## src/rtl/action_sequencer_if.sv

```systemverilog
// Player-input / sprite-state bundle between the game controller (master)
// and the fighter action sequencer (slave).
interface action_sequencer_if #(
    parameter int STATE_DEPTH        = 3,
    parameter int SPRITE_INDEX_DEPTH = 5
);
    logic                          frame_tick;
    logic                          btn_fwd;
    logic                          btn_back;
    logic                          btn_kick;
    logic                          btn_grab;
    logic                          btn_block;
    logic                          round_win;
    logic                          round_lose;
    logic [STATE_DEPTH-1:0]        state;
    logic [SPRITE_INDEX_DEPTH-1:0] action_timer;
    logic                          hit_active;
    logic                          action_done;

    modport master (
        output frame_tick, btn_fwd, btn_back, btn_kick, btn_grab, btn_block,
               round_win, round_lose,
        input  state, action_timer, hit_active, action_done
    );

    modport slave (
        input  frame_tick, btn_fwd, btn_back, btn_kick, btn_grab, btn_block,
               round_win, round_lose,
        output state, action_timer, hit_active, action_done
    );
endinterface

```

## src/rtl/action_sequencer.sv

```systemverilog
// Frame-ticked fighter action FSM: walk/block/kick/grab/win/lose with sprite frame index.
// Optional INPUT_BUFFER_EN: buffers one attack pressed mid-action and chains it at completion.
module action_sequencer #(
    parameter int KICK_TOTAL          = 12,
    parameter int GRAB_TOTAL          = 10,
    parameter int WALK_TOTAL          = 16,
    parameter int WIN_HOLD            = 31,
    parameter int STATE_DEPTH         = 3,
    parameter int SPRITE_INDEX_DEPTH  = 5,
    parameter int KICK_STARTUP        = 3,
    parameter int KICK_PULLBACK_FRAME = 8,
    parameter int GRAB_STARTUP        = 2,
    parameter int GRAB_PULLBACK_FRAME = 6
) (
    input  logic              clk,
    input  logic              reset,
    action_sequencer_if.slave bus
);
    typedef logic [SPRITE_INDEX_DEPTH-1:0] timer_t;

    typedef enum logic [STATE_DEPTH-1:0] {
        ST_NOTHING       = STATE_DEPTH'(0),
        ST_WALK_FORWARD  = STATE_DEPTH'(1),
        ST_WALK_BACKWARD = STATE_DEPTH'(2),
        ST_BLOCK         = STATE_DEPTH'(3),
        ST_KICK          = STATE_DEPTH'(4),
        ST_GRAB          = STATE_DEPTH'(5),
        ST_WIN           = STATE_DEPTH'(6),
        ST_LOSE          = STATE_DEPTH'(7)
    } state_t;

    localparam timer_t KICK_LAST = timer_t'(KICK_TOTAL - 1);
    localparam timer_t GRAB_LAST = timer_t'(GRAB_TOTAL - 1);
    localparam timer_t WALK_LAST = timer_t'(WALK_TOTAL - 1);
    localparam timer_t WIN_MAX   = timer_t'(WIN_HOLD);
    localparam timer_t KICK_LO   = timer_t'(KICK_STARTUP);
    localparam timer_t KICK_HI   = timer_t'(KICK_PULLBACK_FRAME);
    localparam timer_t GRAB_LO   = timer_t'(GRAB_STARTUP);
    localparam timer_t GRAB_HI   = timer_t'(GRAB_PULLBACK_FRAME);

    generate
        if (KICK_PULLBACK_FRAME >= KICK_TOTAL || GRAB_PULLBACK_FRAME >= GRAB_TOTAL) begin : g_bad_pullback
            $error("action_sequencer: pullback frame must lie inside its action duration");
        end
        if (STATE_DEPTH < 3) begin : g_bad_state_depth
            $error("action_sequencer: STATE_DEPTH too small for eight states");
        end
        if (KICK_TOTAL < 1 || GRAB_TOTAL < 1 || WALK_TOTAL < 1) begin : g_bad_total
            $error("action_sequencer: action durations must be at least one frame");
        end
        if (KICK_TOTAL > 2**SPRITE_INDEX_DEPTH || GRAB_TOTAL > 2**SPRITE_INDEX_DEPTH ||
            WALK_TOTAL > 2**SPRITE_INDEX_DEPTH || WIN_HOLD >= 2**SPRITE_INDEX_DEPTH) begin : g_bad_timer_width
            $error("action_sequencer: SPRITE_INDEX_DEPTH too narrow for configured durations");
        end
    endgenerate

    state_t state_q, state_d;
    timer_t timer_q, timer_d;
    logic   hit_q, hit_d;
    logic   done_q, done_d;
    logic   kick_prev_q, kick_prev_d;
    logic   grab_prev_q, grab_prev_d;
    logic   kick_flag_q, kick_flag_d;
    logic   grab_flag_q, grab_flag_d;

    logic   kick_edge, grab_edge;
    logic   attacking, attack_last, restart;
    logic   launch_valid, launch_grab;

    // A tick consumes the flags it sees; an edge in the same cycle lands in the flag for the next tick.
    always_comb begin
        kick_prev_d = bus.btn_kick;
        grab_prev_d = bus.btn_grab;
        kick_edge   = bus.btn_kick & ~kick_prev_q;
        grab_edge   = bus.btn_grab & ~grab_prev_q;
        kick_flag_d = bus.frame_tick ? kick_edge : (kick_flag_q | kick_edge);
        grab_flag_d = bus.frame_tick ? grab_edge : (grab_flag_q | grab_edge);
    end

    always_comb begin
        state_d     = state_q;
        timer_d     = timer_q;
        done_d      = 1'b0;
        restart     = 1'b0;
        attacking   = (state_q == ST_KICK) || (state_q == ST_GRAB);
        attack_last = ((state_q == ST_KICK) && (timer_q == KICK_LAST)) ||
                      ((state_q == ST_GRAB) && (timer_q == GRAB_LAST));

        if (bus.frame_tick) begin
            if (state_q == ST_WIN || state_q == ST_LOSE) begin
                state_d = state_q;
            end else if (bus.round_win) begin
                state_d = ST_WIN;
            end else if (bus.round_lose) begin
                state_d = ST_LOSE;
            end else if (attacking) begin
                if (attack_last) begin
                    done_d  = 1'b1;
                    restart = 1'b1;
                    if (launch_valid) begin
                        state_d = launch_grab ? ST_GRAB : ST_KICK;
                    end else begin
                        state_d = ST_NOTHING;
                    end
                end
            end else if (kick_flag_q) begin
                state_d = ST_KICK;
            end else if (grab_flag_q) begin
                state_d = ST_GRAB;
            end else if (bus.btn_block) begin
                state_d = ST_BLOCK;
            end else if (bus.btn_fwd && !bus.btn_back) begin
                state_d = ST_WALK_FORWARD;
            end else if (bus.btn_back && !bus.btn_fwd) begin
                state_d = ST_WALK_BACKWARD;
            end else begin
                state_d = ST_NOTHING;
            end

            // restart covers a chained attack re-entering the same state at frame 0
            if (restart || (state_d != state_q)) begin
                timer_d = '0;
            end else begin
                case (state_q)
                    ST_WALK_FORWARD,
                    ST_WALK_BACKWARD: timer_d = (timer_q == WALK_LAST) ? '0 : timer_q + 1'b1;
                    ST_KICK,
                    ST_GRAB:          timer_d = timer_q + 1'b1;
                    ST_WIN:           timer_d = (timer_q >= WIN_MAX) ? WIN_MAX : timer_q + 1'b1;
                    default:          timer_d = '0;
                endcase
            end
        end

        hit_d = ((state_d == ST_KICK) && (timer_d > KICK_LO) && (timer_d <= KICK_HI)) ||
                ((state_d == ST_GRAB) && (timer_d > GRAB_LO) && (timer_d <= GRAB_HI));
    end

`ifdef INPUT_BUFFER_EN
    logic buf_valid_q, buf_valid_d;
    logic buf_grab_q, buf_grab_d;

    // Latest press wins; the slot empties whenever the running attack ends for any reason.
    always_comb begin
        buf_valid_d = buf_valid_q;
        buf_grab_d  = buf_grab_q;
        if (bus.frame_tick && attacking && (restart || (state_d != state_q))) begin
            buf_valid_d = 1'b0;
            buf_grab_d  = 1'b0;
        end else if (attacking && kick_edge) begin
            buf_valid_d = 1'b1;
            buf_grab_d  = 1'b0;
        end else if (attacking && grab_edge) begin
            buf_valid_d = 1'b1;
            buf_grab_d  = 1'b1;
        end
    end

    always_ff @(posedge clk or negedge reset) begin
        if (!reset) begin
            buf_valid_q <= 1'b0;
            buf_grab_q  <= 1'b0;
        end else begin
            buf_valid_q <= buf_valid_d;
            buf_grab_q  <= buf_grab_d;
        end
    end

    assign launch_valid = buf_valid_q;
    assign launch_grab  = buf_grab_q;
`else
    assign launch_valid = 1'b0;
    assign launch_grab  = 1'b0;
`endif

    always_ff @(posedge clk or negedge reset) begin
        if (!reset) begin
            state_q     <= ST_NOTHING;
            timer_q     <= '0;
            hit_q       <= 1'b0;
            done_q      <= 1'b0;
            kick_prev_q <= 1'b0;
            grab_prev_q <= 1'b0;
            kick_flag_q <= 1'b0;
            grab_flag_q <= 1'b0;
        end else begin
            state_q     <= state_d;
            timer_q     <= timer_d;
            hit_q       <= hit_d;
            done_q      <= done_d;
            kick_prev_q <= kick_prev_d;
            grab_prev_q <= grab_prev_d;
            kick_flag_q <= kick_flag_d;
            grab_flag_q <= grab_flag_d;
        end
    end

    assign bus.state        = state_q;
    assign bus.action_timer = timer_q;
    assign bus.hit_active   = hit_q;
    assign bus.action_done  = done_q;
endmodule

```

## src/flat_wrapper.sv

```systemverilog
// flat-port wrapper written by rule: the top's interface ports become plain ports
module action_sequencer_flat 
#(
    parameter int KICK_TOTAL          = 12,
    parameter int GRAB_TOTAL          = 10,
    parameter int WALK_TOTAL          = 16,
    parameter int WIN_HOLD            = 31,
    parameter int STATE_DEPTH         = 3,
    parameter int SPRITE_INDEX_DEPTH  = 5,
    parameter int KICK_STARTUP        = 3,
    parameter int KICK_PULLBACK_FRAME = 8,
    parameter int GRAB_STARTUP        = 2,
    parameter int GRAB_PULLBACK_FRAME = 6
)
  (clk, reset, bus_frame_tick, bus_btn_fwd, bus_btn_back, bus_btn_kick, bus_btn_grab, bus_btn_block, bus_round_win, bus_round_lose, bus_state, bus_action_timer, bus_hit_active, bus_action_done);
  action_sequencer_if #(.STATE_DEPTH(STATE_DEPTH), .SPRITE_INDEX_DEPTH(SPRITE_INDEX_DEPTH)) bus_i ();
  input  logic clk;
  input  logic reset;
  input wire logic [$bits(bus_i.frame_tick)-1:0] bus_frame_tick;
  input wire logic [$bits(bus_i.btn_fwd)-1:0] bus_btn_fwd;
  input wire logic [$bits(bus_i.btn_back)-1:0] bus_btn_back;
  input wire logic [$bits(bus_i.btn_kick)-1:0] bus_btn_kick;
  input wire logic [$bits(bus_i.btn_grab)-1:0] bus_btn_grab;
  input wire logic [$bits(bus_i.btn_block)-1:0] bus_btn_block;
  input wire logic [$bits(bus_i.round_win)-1:0] bus_round_win;
  input wire logic [$bits(bus_i.round_lose)-1:0] bus_round_lose;
  output wire logic [$bits(bus_i.state)-1:0] bus_state;
  output wire logic [$bits(bus_i.action_timer)-1:0] bus_action_timer;
  output wire logic [$bits(bus_i.hit_active)-1:0] bus_hit_active;
  output wire logic [$bits(bus_i.action_done)-1:0] bus_action_done;
  assign bus_i.frame_tick = bus_frame_tick;
  assign bus_i.btn_fwd = bus_btn_fwd;
  assign bus_i.btn_back = bus_btn_back;
  assign bus_i.btn_kick = bus_btn_kick;
  assign bus_i.btn_grab = bus_btn_grab;
  assign bus_i.btn_block = bus_btn_block;
  assign bus_i.round_win = bus_round_win;
  assign bus_i.round_lose = bus_round_lose;
  assign bus_state = bus_i.state;
  assign bus_action_timer = bus_i.action_timer;
  assign bus_hit_active = bus_i.hit_active;
  assign bus_action_done = bus_i.action_done;
  action_sequencer #(.KICK_TOTAL(KICK_TOTAL), .GRAB_TOTAL(GRAB_TOTAL), .WALK_TOTAL(WALK_TOTAL), .WIN_HOLD(WIN_HOLD), .STATE_DEPTH(STATE_DEPTH), .SPRITE_INDEX_DEPTH(SPRITE_INDEX_DEPTH), .KICK_STARTUP(KICK_STARTUP), .KICK_PULLBACK_FRAME(KICK_PULLBACK_FRAME), .GRAB_STARTUP(GRAB_STARTUP), .GRAB_PULLBACK_FRAME(GRAB_PULLBACK_FRAME)) u_core (.clk(clk), .reset(reset), .bus(bus_i));
endmodule
```

## config.mk

```make
export PLATFORM = sky130hd
export DESIGN_NAME = action_sequencer_flat
export DESIGN_NICKNAME = d
export VERILOG_FILES = /design/src/rtl/action_sequencer_if.sv /design/src/rtl/action_sequencer.sv /design/src/flat_wrapper.sv
export SDC_FILE = /design/constraint.sdc
export NUM_CORES = 1
export LEC_CHECK = 0
export ABC_CLOCK_PERIOD_IN_PS = 6300
export BUFFER_PORTS_ARGS = -buffer_cell sky130_fd_sc_hd__buf_2
export CAP_MARGIN = 20
export CORE_MARGIN = 2
export CORE_UTILIZATION = 35
export DETAILED_ROUTE_END_ITERATION = 8
export RECOVER_POWER = 100
export SLEW_MARGIN = 10
export SYNTH_ARGS = -nofsm -noshare
export SYNTH_HDL_FRONTEND = slang
export SYNTH_SLANG_ARGS = --single-unit
```

## constraint.sdc

```tcl
create_clock -name clk -period 6.3 [get_ports clk]
set_input_delay 1.26 -clock clk [delete_from_list [all_inputs] [get_ports clk]]
set_output_delay 1.26 -clock clk [all_outputs]
set_load 0.01 [all_outputs]
```

==> impl_results.md, run 1 <==
* Post-CTS Setup Bufs at 0
* Critical path endpoint category: flip-flop
* Commonest cells after routing, fill and taps aside: clkbuf_1, dfrtp_1, inv_1
* Crit path launch type: primary input
* Peak VDD IR at 0.000200 V
* Slew Viols, Final at 0
* Die Wd at 58.2 um
* CTS tree: yes
* Number of I/O pins at 20
* Reg clk slew, reported paths at 0.08 ns
* Final Worst Setup Slack at 3.13 ns
* TNS Setup at 0 ns
* Worst Clk Skew at 0.00356 ns
* Pwr per Cell Area at 235 nW/um^2
* Post-DR vias/cell at 5.75
* Pre-antenna DRT Iters at 4
* RD Place Congestion at 0.867
* Clock root buffer: clkbuf_4
* Top_reg_cell synth: dfrtp_1
* Syn-to-layout area delta at 11.2%
* TritonCTS Buffers at 3
* Avg Cell Area, Syn at 8.42 um^2
* Internal reg-to-reg setup slack at 3.81 ns
* Hold Crit Class: flip-flop to flip-flop
* Post-synthesis cell area at 1030 um^2
* Worst Hold Path Cells at 1
* Core area at 2780 um^2
* Overflow after GRT at 0
* Kind of critical path: primary input to flip-flop
* Hold Violations, Final at 0
* Post-synth EDFFs at 0
* Vias in the first global route at 922
* Synth Instances at 122
* Layout cells sized above 1 at 10.1%
* Die Footprint at 3380 um^2
* Largest net degree at the start of global routing at 18
* Crit-path cells: clkbuf_1 > or4_1 > o32ai_2 > o221a_2 > nand3_1 > o31ai_1 > a22o_2 > nand2b_1 > o21ai_0
* Post-DP HPWL at 1910 um
* Clk sink count at 14
* Slew @ Worst Pin at 0.716 ns
* Post-route minimum period at 3.17 ns
* Area leader, netlist: dfrtp_1
* Setup Viol. Count Final at 0
* Pre-CTS WS at 2.97 ns
* Yosys warning count at 0
* # hold bufs at CTS at 0
* #FFs+latches synth at 14
* # nets final at 155
* MaxCap Viol Count at 0
* Critical Path Fanout Max at 7
* Leak Pwr at 0.000522 uW
* Syn Nets at 137
* Die span in y at 58.2 um
* Seq/Total Area, Yosys at 34.1%
* H-tree depth at 1
* Routed len/inst at 14.7 um
* Post-synth top area share at 34.1%
* Largest stage delay on the critical path at 0.55 ns
* RSZ-0062 raised after global routing: no
* Status: complete, no violations
* Residual DRC at 0
* Largest cells by area after synthesis: dfrtp_1, ha_1, inv_1
* Clock latency on the worst-skew pair at 0.28 ns
* Initial Utilization at 36.9%
* Library cells used by synthesis at 42
* Crit-path slowest cell: or4_1
* DR vias at 978
* Crit path to: u_core.bus.hit_active
* ANT cells at 0
* Slew HR at 52.3%
* R2R cell count at 8
* Worst Path Arrival at 3.34 ns
* Worst Setup SP: bus_round_lose
* First-pass GRT wire length at 4110 um
* Fraction of registers with async set/reset at 100%
* Layout fillers at 297
* Initial antenna violation count at 0
* F_max at 0.315 GHz
* GRT Total Usage at 15.8%
* WL final at 2500 um
* Fin crit share at 50.4%
* Reg-to-reg endpoint: u_core.bus.hit_active
* Iter 0 DRT Violations at 40
* DRT antenna net count at 0
* Row cnt at 19
* CTS resizes at 0
* Port Buffers at 19
* Max Buffers Root-to-Sink at 2
* Reg2Reg Launch Point: u_core.grab_flag_q
* Worst EP required at 6.46 ns
[cells by family after synthesis]
kind of cell    Yosys count  synth area share, %
simple gates             43                 23.6
compound gates           40                 28.3
buf+inv                  19                 7.06
flops                    14                 34.1
fa+ha+maj                 5                 6.09
xor+xnor                  1                0.853
[critical path, delay by kind of cell]
| kind | cells | cell delay (ns) |
|---|---|---|
| AOI/OAI and AO/OA | 5 | 1.11 |
| buffers and inverters | 1 | 0.14 |
| and+or+nand+nor | 3 | 0.83 |
[synthesized netlist by cell type (2+ instances only)]
library cell	instances
a21boi_0	2
a21oi_1	8
and3_1	3
clkbuf_1	5
dfrtp_1	14
ha_1	5
inv_1	13
nand2_1	9
nand2b_1	5
nand3_1	7
nor2_1	5
nor2b_1	2
nor3_1	2
nor3b_1	2
o21ai_0	8
o22ai_1	4
o31ai_1	3
[metrics by stage]
stage	utilization [%]	cells	instance area [um^2]	power (uW)	hold slack (ns)
2_1_floorplan	-	122	1030	179	0.399
3_3_place_gp	40.9	166	1140	206	0.405
6_report	41.1	170	1140	268	0.422
5_1_grt	41.1	170	1140	292	0.433
4_1_cts	42.2	170	1170	272	0.423
3_5_place_dp	40.9	166	1140	208	0.412
[per-layer routing]
layer  vias up  track usage [%]  wire, um
met3         4             4.69       165
met2        39             23.9      1140
met4         0             5.32        40
met5         -                0         0
met1       453             21.4      1150
li1        482                -         -
[how the worst min path moves through the flow]
stage / from / endpoint
6_report: u_core.kick_prev_q / u_core.kick_flag_q
5_1_grt: u_core.kick_prev_q / u_core.kick_flag_q
4_1_cts: u_core.kick_prev_q / u_core.kick_flag_q
3_5_place_dp: u_core.kick_prev_q / u_core.kick_flag_q
3_3_place_gp: u_core.kick_prev_q / u_core.kick_flag_q
2_1_floorplan: u_core.grab_prev_q / u_core.grab_flag_q
[power breakdown]
part / internal [uW] / total (uW) / switching (uW)
logic: 34.8 / 90.4 / 55.6
registers: 98.5 / 114 / 15.1
clock network: 35.2 / 64.3 / 29.1
[flip-flops by register name, indices dropped and copies added (netlist names)]
register and cells:
u_core.bus.action_timer 5, u_core.bus.state 3, u_core.bus.action_done 1, u_core.bus.hit_active 1
u_core.grab_flag_q 1, u_core.grab_prev_q 1, u_core.kick_flag_q 1, u_core.kick_prev_q 1
[layout make-up]
cell class                      count  area (um^2)  share of cell area, %
Multi-Input combinational cell     89          591                   51.7
Sequential cell                    14          350                   30.7
Timing Repair Buffer               19         77.6                   6.79
Inverter                           13         48.8                   4.27
Tap cell                           31         38.8                   3.40
Clock buffer                        4         36.3                   3.18
No activity file was read; power rests on OpenSTA's default activity.
==> inputs of run 2 (changes only) <==
--- a/config.mk
+++ b/config.mk
@@ -5,7 +5,7 @@
 export SDC_FILE = /design/constraint.sdc
 export NUM_CORES = 1
 export LEC_CHECK = 0
-export ABC_CLOCK_PERIOD_IN_PS = 6300
+export ABC_CLOCK_PERIOD_IN_PS = 2800
 export BUFFER_PORTS_ARGS = -buffer_cell sky130_fd_sc_hd__buf_2
 export CAP_MARGIN = 20
 export CORE_MARGIN = 2
==> constraint.sdc (replaced) <==
create_clock -name clk -period 2.8 [get_ports clk]
set_input_delay 0.56 -clock clk [delete_from_list [all_inputs] [get_ports clk]]
set_output_delay 0.56 -clock clk [all_outputs]
set_load 0.01 [all_outputs]
==> run 2 against run 1 <==
  * Clock power up 120%
  * Clock-buffer cell count unchanged
  * Via count fell by 0.31%
  * Clock skew about the same
  * Sequential power grew 120%
  * Hold slack lost 0.10 ns
  * Die area is the same
==> impl_results.md, run 2 (same netlist as run 1, synthesis figures left out) <==
* Status: complete, no violations
* Fin crit share at 88.4%
* Max Buffers Root-to-Sink at 2
* H-tree depth at 1
* WL final at 2500 um
* Initial antenna violation count at 0
* Worst Clk Skew at 0.00338 ns
* Clk network pwr share at 23.2%
* Die span in y at 58.2 um
* Flip-flop count of the largest register after layout at 5
* Number of I/O pins at 20
* Port Buffers at 19
* Sequential share of power at 42.3%
* Slew Viols, Final at 0
* Clock latency on the worst-skew pair at 0.27 ns
* Psw at 226 uW
* Reg2Reg Launch Point: u_core.bus.action_timer[0]
* Largest net degree at the start of global routing at 18
* Pwr per Cell Area at 522 nW/um^2
* Internal reg-to-reg setup slack at 0.32 ns
* Worst EP required at 2.99 ns
* ANT cells at 0
* # hold bufs at CTS at 0
* Reg-to-reg endpoint: u_core.bus.hit_active
* Hold Crit Class: primary input to asynchronous set/reset pin
* Kind of critical path: flip-flop to flip-flop
* RSZ-0062 raised after global routing: no
* RD Place Congestion at 0.904
* Critical path endpoint category: flip-flop
* Vias in the first global route at 952
* F_max at 0.404 GHz
* Iter 0 DRT Violations at 22
* Final instance area at 1160 um^2
* Layout cells sized above 1 at 12.9%
* Post-route minimum period at 2.48 ns
* Peak VDD IR at 0.000364 V
* Slew @ Worst Pin at 0.743 ns
* GRT Total Usage at 16.5%
* DR vias at 975
* Overflow after GRT at 0
* Die Footprint at 3380 um^2
* Syn-to-layout area delta at 13.0%
* Post-DR vias/cell at 5.70
* Critical Path Fanout Max at 7
* Residual DRC at 0
* Core area at 2780 um^2
* TNS Setup at 0 ns
* Post-CTS Setup Bufs at 0
* Post-DP HPWL at 1910 um
* Sw Share at 37.2%
* Reg clk slew, reported paths at 0.08 ns
* DRT antenna net count at 0
* TritonCTS Buffers at 3
* Int Power at 380 uW
* Initial Utilization at 36.9%
* Die Wd at 58.2 um
* Crit path launch type: flip-flop
* Comb pwr share at 34.6%
* Clock root buffer: clkbuf_4
* Setup Viol. Count Final at 0
* Hold Violations, Final at 0
* # nets final at 156
* Dpl cell area at 1140 um^2
* Routed len/inst at 14.6 um
* Row cnt at 19
* Worst Path Arrival at 2.67 ns
* Commonest cells after routing, fill and taps aside: clkbuf_1, dfrtp_1, inv_1
* CTS resizes at 0
* Clk sink count at 14
* First-pass GRT wire length at 4310 um
* CTS tree: yes
* MaxCap Viol Count at 0
* Slew HR at 50.4%
* Leak Pwr at 0.000529 uW
* R2R cell count at 9
* Pre-antenna DRT Iters at 4
* Power Total at 606 uW
run 2: cell count changes in the layout (fill, tap and decap cells not counted), sizes merged:
cell  previous run  this run
buf              5         6
run 2: per-stage QoR:
| stage | std cells | setup slack (ns) | util [%] | hold WS (ns) |
|---|---|---|---|---|
| after global placement | 167 | 0.291 | 41.2 | 0.404 |
| after global routing | 171 | 0.0693 | 41.7 | 0.367 |
| after detailed placement | 167 | 0.195 | 41.2 | 0.419 |
| after CTS | 171 | 0.331 | 42.5 | 0.167 |
| final | 171 | 0.324 | 41.7 | 0.318 |
| after floorplan | 122 | 0.434 | - | 0.264 |
run 2: cell type report:
cell class              instances  area, um^2
repair buffers                 20        82.6
clock buffers                   4        36.3
fillers                       299        1620
well taps                      31        38.8
multi-input cells              89         604
flip-flops and latches         14         350
inverters                      13        48.8
run 2: power by group through the flow:
stage                     clock network, uW  logic (uW)  registers [uW]
final                                   140         209             256
after global routing                    161         237             260
after CTS                               146         210             255
after detailed placement                  0         208             259
after global placement                    0         207             258
after floorplan                           0         148             255
run 2: how the worst max path moves through the flow:
stage                                  to                        from
floorplan           u_core.bus.hit_active               bus_round_win
global placement    u_core.bus.hit_active              bus_round_lose
detailed placement  u_core.bus.hit_active              bus_round_lose
CTS                 u_core.bus.hit_active  u_core.bus.action_timer[0]
global route        u_core.bus.hit_active  u_core.bus.action_timer[0]
finish              u_core.bus.hit_active  u_core.bus.action_timer[0]
run 2: critical path, stage by stage (launching register included):
cell and delay [ns]:
dfrtp_1 0.46, ha_1 0.33, nand3_1 0.13, inv_1 0.06, ha_1 0.17, o211ai_1 0.40, o21ai_0 0.22, a22o_4 0.31
xor2_1 0.16, o21ai_1 0.16
run 2: layer usage:
metal	share of wire (%)	routed length [um]	vias to the layer above	global-route usage, %
li1	-	-	482	-
met1	47	1170	452	22.7
met2	45	1130	34	25.0
met3	5.6	139	7	4.46
met4	2.2	56	0	5.65
met5	0	0	-	0
